--- src/rtl/cpu_decode_pipe.sv ---
// Decode stage: field split, register file read with optional bypass,
// load-use hazard bubbles and a ready/valid ID/EX output register.
module cpu_decode_pipe #(
  parameter int WIDTH    = 32,
  parameter int NREGS    = 32,
  parameter int SIGN_EXT = 1,
  parameter int BYPASS   = 1
) (
  input  logic             clk,
  input  logic             rst,
  input  logic             in_valid,
  output logic             in_ready,
  input  logic [WIDTH-1:0] instr,
  input  logic             wb_we,
  input  logic [4:0]       wb_wnum,
  input  logic [WIDTH-1:0] wb_wdata,
  input  logic             ex_is_load,
  input  logic [4:0]       ex_rt,
  input  logic             flush,
  output logic             out_valid,
  input  logic             out_ready,
  output logic [WIDTH-1:0] out_rdata1,
  output logic [WIDTH-1:0] out_rdata2,
  output logic [WIDTH-1:0] out_imm,
  output logic [WIDTH-1:0] out_addr,
  output logic [5:0]       out_opcode,
  output logic [5:0]       out_funct,
  output logic [4:0]       out_shamt,
  output logic [4:0]       out_rs,
  output logic [4:0]       out_rt,
  output logic [4:0]       out_dst,
  output logic [15:0]      stall_cnt
);

  logic [WIDTH-1:0] rf [32];

  logic [5:0]       opcode;
  logic [5:0]       funct;
  logic [4:0]       rs;
  logic [4:0]       rt;
  logic [4:0]       rd;
  logic [4:0]       shamt;
  logic [WIDTH-1:0] imm_ext;
  logic [WIDTH-1:0] addr_ext;
  logic [WIDTH-1:0] rdata1;
  logic [WIDTH-1:0] rdata2;
  logic             hazard;
  logic             load_en;
  logic             accept;
  logic             unused_hi;

  assign opcode = instr[31:26];
  assign rs     = instr[25:21];
  assign rt     = instr[20:16];
  assign rd     = instr[15:11];
  assign shamt  = instr[10:6];
  assign funct  = instr[5:0];

  assign unused_hi = ^instr;

  assign imm_ext = (SIGN_EXT != 0)
    ? {{(WIDTH-16){instr[15]}}, instr[15:0]}
    : {{(WIDTH-16){1'b0}}, instr[15:0]};
  assign addr_ext = {{(WIDTH-26){1'b0}}, instr[25:0]};

  function automatic logic [WIDTH-1:0] rd_port(
    input logic [4:0]       idx,
    input logic [WIDTH-1:0] stored,
    input logic             we,
    input logic [4:0]       wnum,
    input logic [WIDTH-1:0] wdata
  );
    if (idx == 5'd0 || int'(idx) >= NREGS)
      return '0;
    if (BYPASS != 0 && we && wnum == idx)
      return wdata;
    return stored;
  endfunction

  assign rdata1 = rd_port(rs, rf[rs], wb_we, wb_wnum, wb_wdata);
  assign rdata2 = rd_port(rt, rf[rt], wb_we, wb_wnum, wb_wdata);

  assign hazard = in_valid & ex_is_load & (ex_rt != 5'd0)
                & ((ex_rt == rs) | (ex_rt == rt));
  assign load_en  = ~out_valid | out_ready;
  assign accept   = in_valid & ~hazard;
  assign in_ready = flush | (load_en & ~hazard);

  // Entry 0 and entries at or above NREGS are never written, so stay zero
  always_ff @(posedge clk or negedge rst) begin
    if (!rst) begin
      for (int i = 0; i < 32; i++) rf[i] <= '0;
    end else begin
      for (int i = 1; i < 32; i++)
        if (i < NREGS && wb_we && wb_wnum == 5'(i))
          rf[i] <= wb_wdata;
    end
  end

  always_ff @(posedge clk or negedge rst) begin
    if (!rst) begin
      out_valid  <= 1'b0;
      out_rdata1 <= '0;
      out_rdata2 <= '0;
      out_imm    <= '0;
      out_addr   <= '0;
      out_opcode <= '0;
      out_funct  <= '0;
      out_shamt  <= '0;
      out_rs     <= '0;
      out_rt     <= '0;
      out_dst    <= '0;
      stall_cnt  <= '0;
    end else begin
      if (hazard && stall_cnt != 16'hFFFF)
        stall_cnt <= stall_cnt + 16'd1;
      if (flush) begin
        out_valid <= 1'b0;
      end else if (load_en) begin
        out_valid <= accept;
        if (accept) begin
          out_rdata1 <= rdata1;
          out_rdata2 <= rdata2;
          out_imm    <= imm_ext;
          out_addr   <= addr_ext;
          out_opcode <= opcode;
          out_funct  <= funct;
          out_shamt  <= shamt;
          out_rs     <= rs;
          out_rt     <= rt;
          out_dst    <= (opcode == 6'd0) ? rd : rt;
        end
      end
    end
  end

endmodule
--- config.mk ---
export PLATFORM = sky130hd
export DESIGN_NAME = cpu_decode_pipe
export DESIGN_NICKNAME = d
export VERILOG_FILES = /design/src/rtl/cpu_decode_pipe.sv
export SDC_FILE = /design/constraint.sdc
export NUM_CORES = 2
export LEC_CHECK = 0
export BUFFER_PORTS_ARGS = -buffer_cell sky130_fd_sc_hd__buf_2
export CAP_MARGIN = 15
export CORE_MARGIN = 3
export CORE_UTILIZATION = 60
export CTS_CLUSTER_DIAMETER = 100
export CTS_CLUSTER_SIZE = 8
export DETAILED_ROUTE_END_ITERATION = 7
export HOLD_SLACK_MARGIN = 0.06
export PLACE_DENSITY = 0.88
export SETUP_SLACK_MARGIN = 0.15
export SYNTH_ARGS = -nofsm -noshare
export SYNTH_HDL_FRONTEND = slang
export SYNTH_SLANG_ARGS = --single-unit
--- constraint.sdc ---
create_clock -name clk -period 3.1 [get_ports clk]
set_input_delay 0.155 -clock clk [delete_from_list [all_inputs] [get_ports clk]]
set_output_delay 0.155 -clock clk [all_outputs]
set_load 0.05 [all_outputs]
==> results list <==
- Status: finished with violations
* Violated checks: DRC
- Port Buffer Count: 252
- Antenna violations before repair: 24
- IO Pins: 259
* Flip-flop and latch count after synthesis: 1110
- Across the VDD grid, the largest voltage drop is 559.1 uV.
- Total power density per cell area: 703.8 mW/mm2
* Biggest area contributors in the synthesized netlist: dfrtp_1 48%, mux4_2 16%, mux2_2 13%, o21ai_0 4.5%, nand2_1 3.9%
- The clock network is responsible for 33.7% of the overall power.
- Dividing the synthesized area by the synthesized cell count gives 12.57 um2.
- Once the floorplan was initialized, standard cells occupied 60.79% of the core.
- Number of nets with antenna violations after detailed routing: 0
- Counting instances in the post-synthesis netlist gives the leading cell types as 1110 x dfrtp_1, 681 x mux2_2, 602 x nand2_1.
- Gate power share: 23.1%
* Clk_lat worst skew: 800 ps
* Chip Height: 317.0 um
- In this run the standard cell core region covers 0.09544 mm2.
- Setup Crit Path Kind: in2reg
* Leakage power total: 29.18 nW
- Of all flip-flops after synthesis, the portion carrying an async set or reset was 100.0%.
- Ratio of routed vias to standard cells: 7.764
- Data on the critical path is required at its endpoint by 3680 ps.
- In this design, the stage delay of the slowest critical-path cell is 600 ps.
* Crit path max fanout: 37
- Measured against its own limit, the worst slew margin works out to 13.21%.
* Overall routed net length: 209700 um
* Switching component of the power: 15.07 mW
- The number of different library cells used by synthesis comes to 57.
- Proportion of netlist area held by the largest area contributor: 47.88%
- Once placement finished, the instance area stood at 0.06074 mm2.
- Gate Count Post-Synth: 4614
* Transition time at the pin with the least slew margin: 1299 ps
- In this run, the number of DRC markers left after iteration 0 of detailed routing was 8144.
- The post-route netlist has 36.81% of its cells at a drive strength greater than 1.
- The die is 317.0 um wide.
- In the final timing run, aggregate negative setup slack is 0 ps.
* Worst setup margin: 264.4 ps
- Weighted congestion reported at the end of routability-driven placement: 0.9057
- Sink count of the clock tree: 1110
* Pre-antenna DRT Iters: 8
- In this run the core area contains 113 standard-cell rows.
- Cell taking the most area after synthesis: dfrtp_1
- Most common cell in the netlist: dfrtp_1
- The tool flagged a number of max-cap violations equal to 0.
* Number of H-tree levels: 4
* Data arrival time of the critical path: 3410 ps
- After detailed routing, the average wire length per cell comes to 34.55 um.
* Synth Warn #: 32
* Cell area after layout: 0.06563 mm2
- Primary FF master, synth: dfrtp_1
- Worst Hold Class: in2reg
* Period minus WS final: 2836 ps
- DRC errors left: 20
- Die area: 0.1005 mm2
* Share of the yosys chip area belonging to registers: 47.88%
* Number of setup buffers added after CTS: 0
* Via count of the first global-routing pass: 48620
- TritonCTS built the clock tree.
* Max-slew violations: 0
- For this design, the slowest cell found on the critical path is dlygate4sd3_1.
- Number of buffers created by CTS: 156
- The first global-routing pass estimated 308000 um of wire.
- The longest clock path from root to sink contains 3 buffers.
- Critical Path, Cell by Cell: dlygate4sd3_1, buf_8, buf_4, mux2_2, a22o_1, mux4_2, nor2b_1, a211oi_1, o221ai_1
- Total overflow reported by the global router: 0
- The worst setup path is captured at a flop.
* Clk slew on worst S/H paths: 50 ps
* Setup skew after layout: 43.26 ps
- Kind of start point of the critical path: input port
* Final-stage net count: 4859
- Final hold analysis gives a worst-case slack of 123.3 ps.
- Internal power comes to 31.12 mW.
- Number of enable-type register cells in the synthesized netlist: 0
- The wire-length estimate of the detail-placed layout is 117000 um.
- Summing over every cut layer, the via total after detailed routing is 47120.
* RSZ-0062 raised after global routing: no
* Final number of hold-violating endpoints: 0
- Entering global routing, the biggest net connects 129 pins.
- Switching portion of total power: 32.63%
- Derived from the worst setup path, the maximum achievable clock frequency is 352.7 MHz.
- Count of endpoints failing setup in the final report: 0
* Global routing usage summed across all routing layers: 41.67%
- Combined area of all synthesized cells: 0.05802 mm2
- Share of the clock period used by the worst path: 91.47%
* Root cell of the clock tree: clkbuf_16
- Compared with the post-synthesis result, the final layout area differs by 13.12%.
* Power share of the sequential group: 43.2%
- DP Worst Slack: 507.7 ps
## power by group through the flow
stage,logic [mW],registers [mW],clock network (mW)
final,10.7,19.9,15.6
after CTS,10.4,19.7,15.4
after floorplan,6.75,19.9,0
after global placement,9.60,19.5,0
after detailed placement,10.0,19.7,0
after global routing,11.2,20.1,16.1
## metal layers
layer  share of wire [%]  vias up  track usage (%)
met3                  17     1708            21.55
met2                  42     5185            59.06
met5               0.095        -           0.6286
met1                  31    22890            48.62
met4                 9.2       18            30.06
li1                    -    17320                -
## final timing paths
check / start / end / slack [ps] / depth (start not counted)
min: instr[20] / out_rdata2[9] / 120 / 4
min in group asynchronous: rst / rf[201] / 200 / 3
max in group asynchronous: rst / rf[78] / 2150 / 3
max: instr[17] / out_rdata2[11] / 260 / 9
min reg2reg: out_dst[3] / out_dst[3] / 480 / 2
max reg2reg: rf[229] / out_rdata1[5] / 680 / 6
## cell type report
type,count,area (um2)
well taps,1265,1583
repair buffers,510,4068
inverters,35,131.4
multi-input cells,2964,27840
diodes,14,35.03
clock inverters,14,280.3
fillers,5609,29810
flip-flops and latches,1110,27780
clock buffers,157,3918
## logic make-up (layout without fill, tap and decap cells)
kind of cell | after synthesis | in the layout | synth area share, %
buffers and inverters | 545 | 716 | 4.514
and+or+nand+nor | 791 | 791 | 5.661
other | 1 | 20 | 0.006463
DFF | 1110 | 1110 | 47.88
AOI/OAI and AO/OA | 867 | 867 | 9.122
muxes | 1264 | 1264 | 32.27
xor gates and xnor gates | 35 | 35 | 0.5284
adders and majority gates | 1 | 1 | 0.02156
## state kept, by name (all words and copies together), names as in the netlist
register    count
out_rt          4
out_imm        15
out_rdata2     32
stall_cnt      16
out_dst         5
out_rdata1     32
out_addr        2
out_opcode      6
out_valid       1
rf            992
out_rs          5
## critical path, delay by kind of cell
kind | cells | cell delay [ps]
AOI/OAI and AO/OA | 3 | 720
buffers and inverters | 3 | 1480
muxes | 2 | 850
and+or+nand+nor | 1 | 140
## per-stage QoR
step	instances	utilization (%)	total power [mW]
after floorplan	4619	-	26.67
after global placement	5823	63.65	29.07
after detailed placement	5823	63.65	29.77
after CTS	6054	68.70	45.49
after global routing	6062	68.75	47.39
final	6069	68.77	46.19
## cell usage in the layout (no fill, tap or decap), types with 60 or more instances in the layout
cell type / count
o21ai_0: 520
mux2_2: 681
dfrtp_1: 1110
buf_4: 152
mux4_2: 417
nand2_1: 591
buf_2: 242
clkbuf_16: 157
a22oi_1: 101
mux2i_1: 165
a22o_1: 60
## repair_timing
action / CTS / global route
gates resized for setup: 0 / 1
setup endpoints to repair: 0 / 1
hold buffers: 60 / 0
hold endpoints to repair: 1348 / 0
Power figures use the tool's default switching activity.
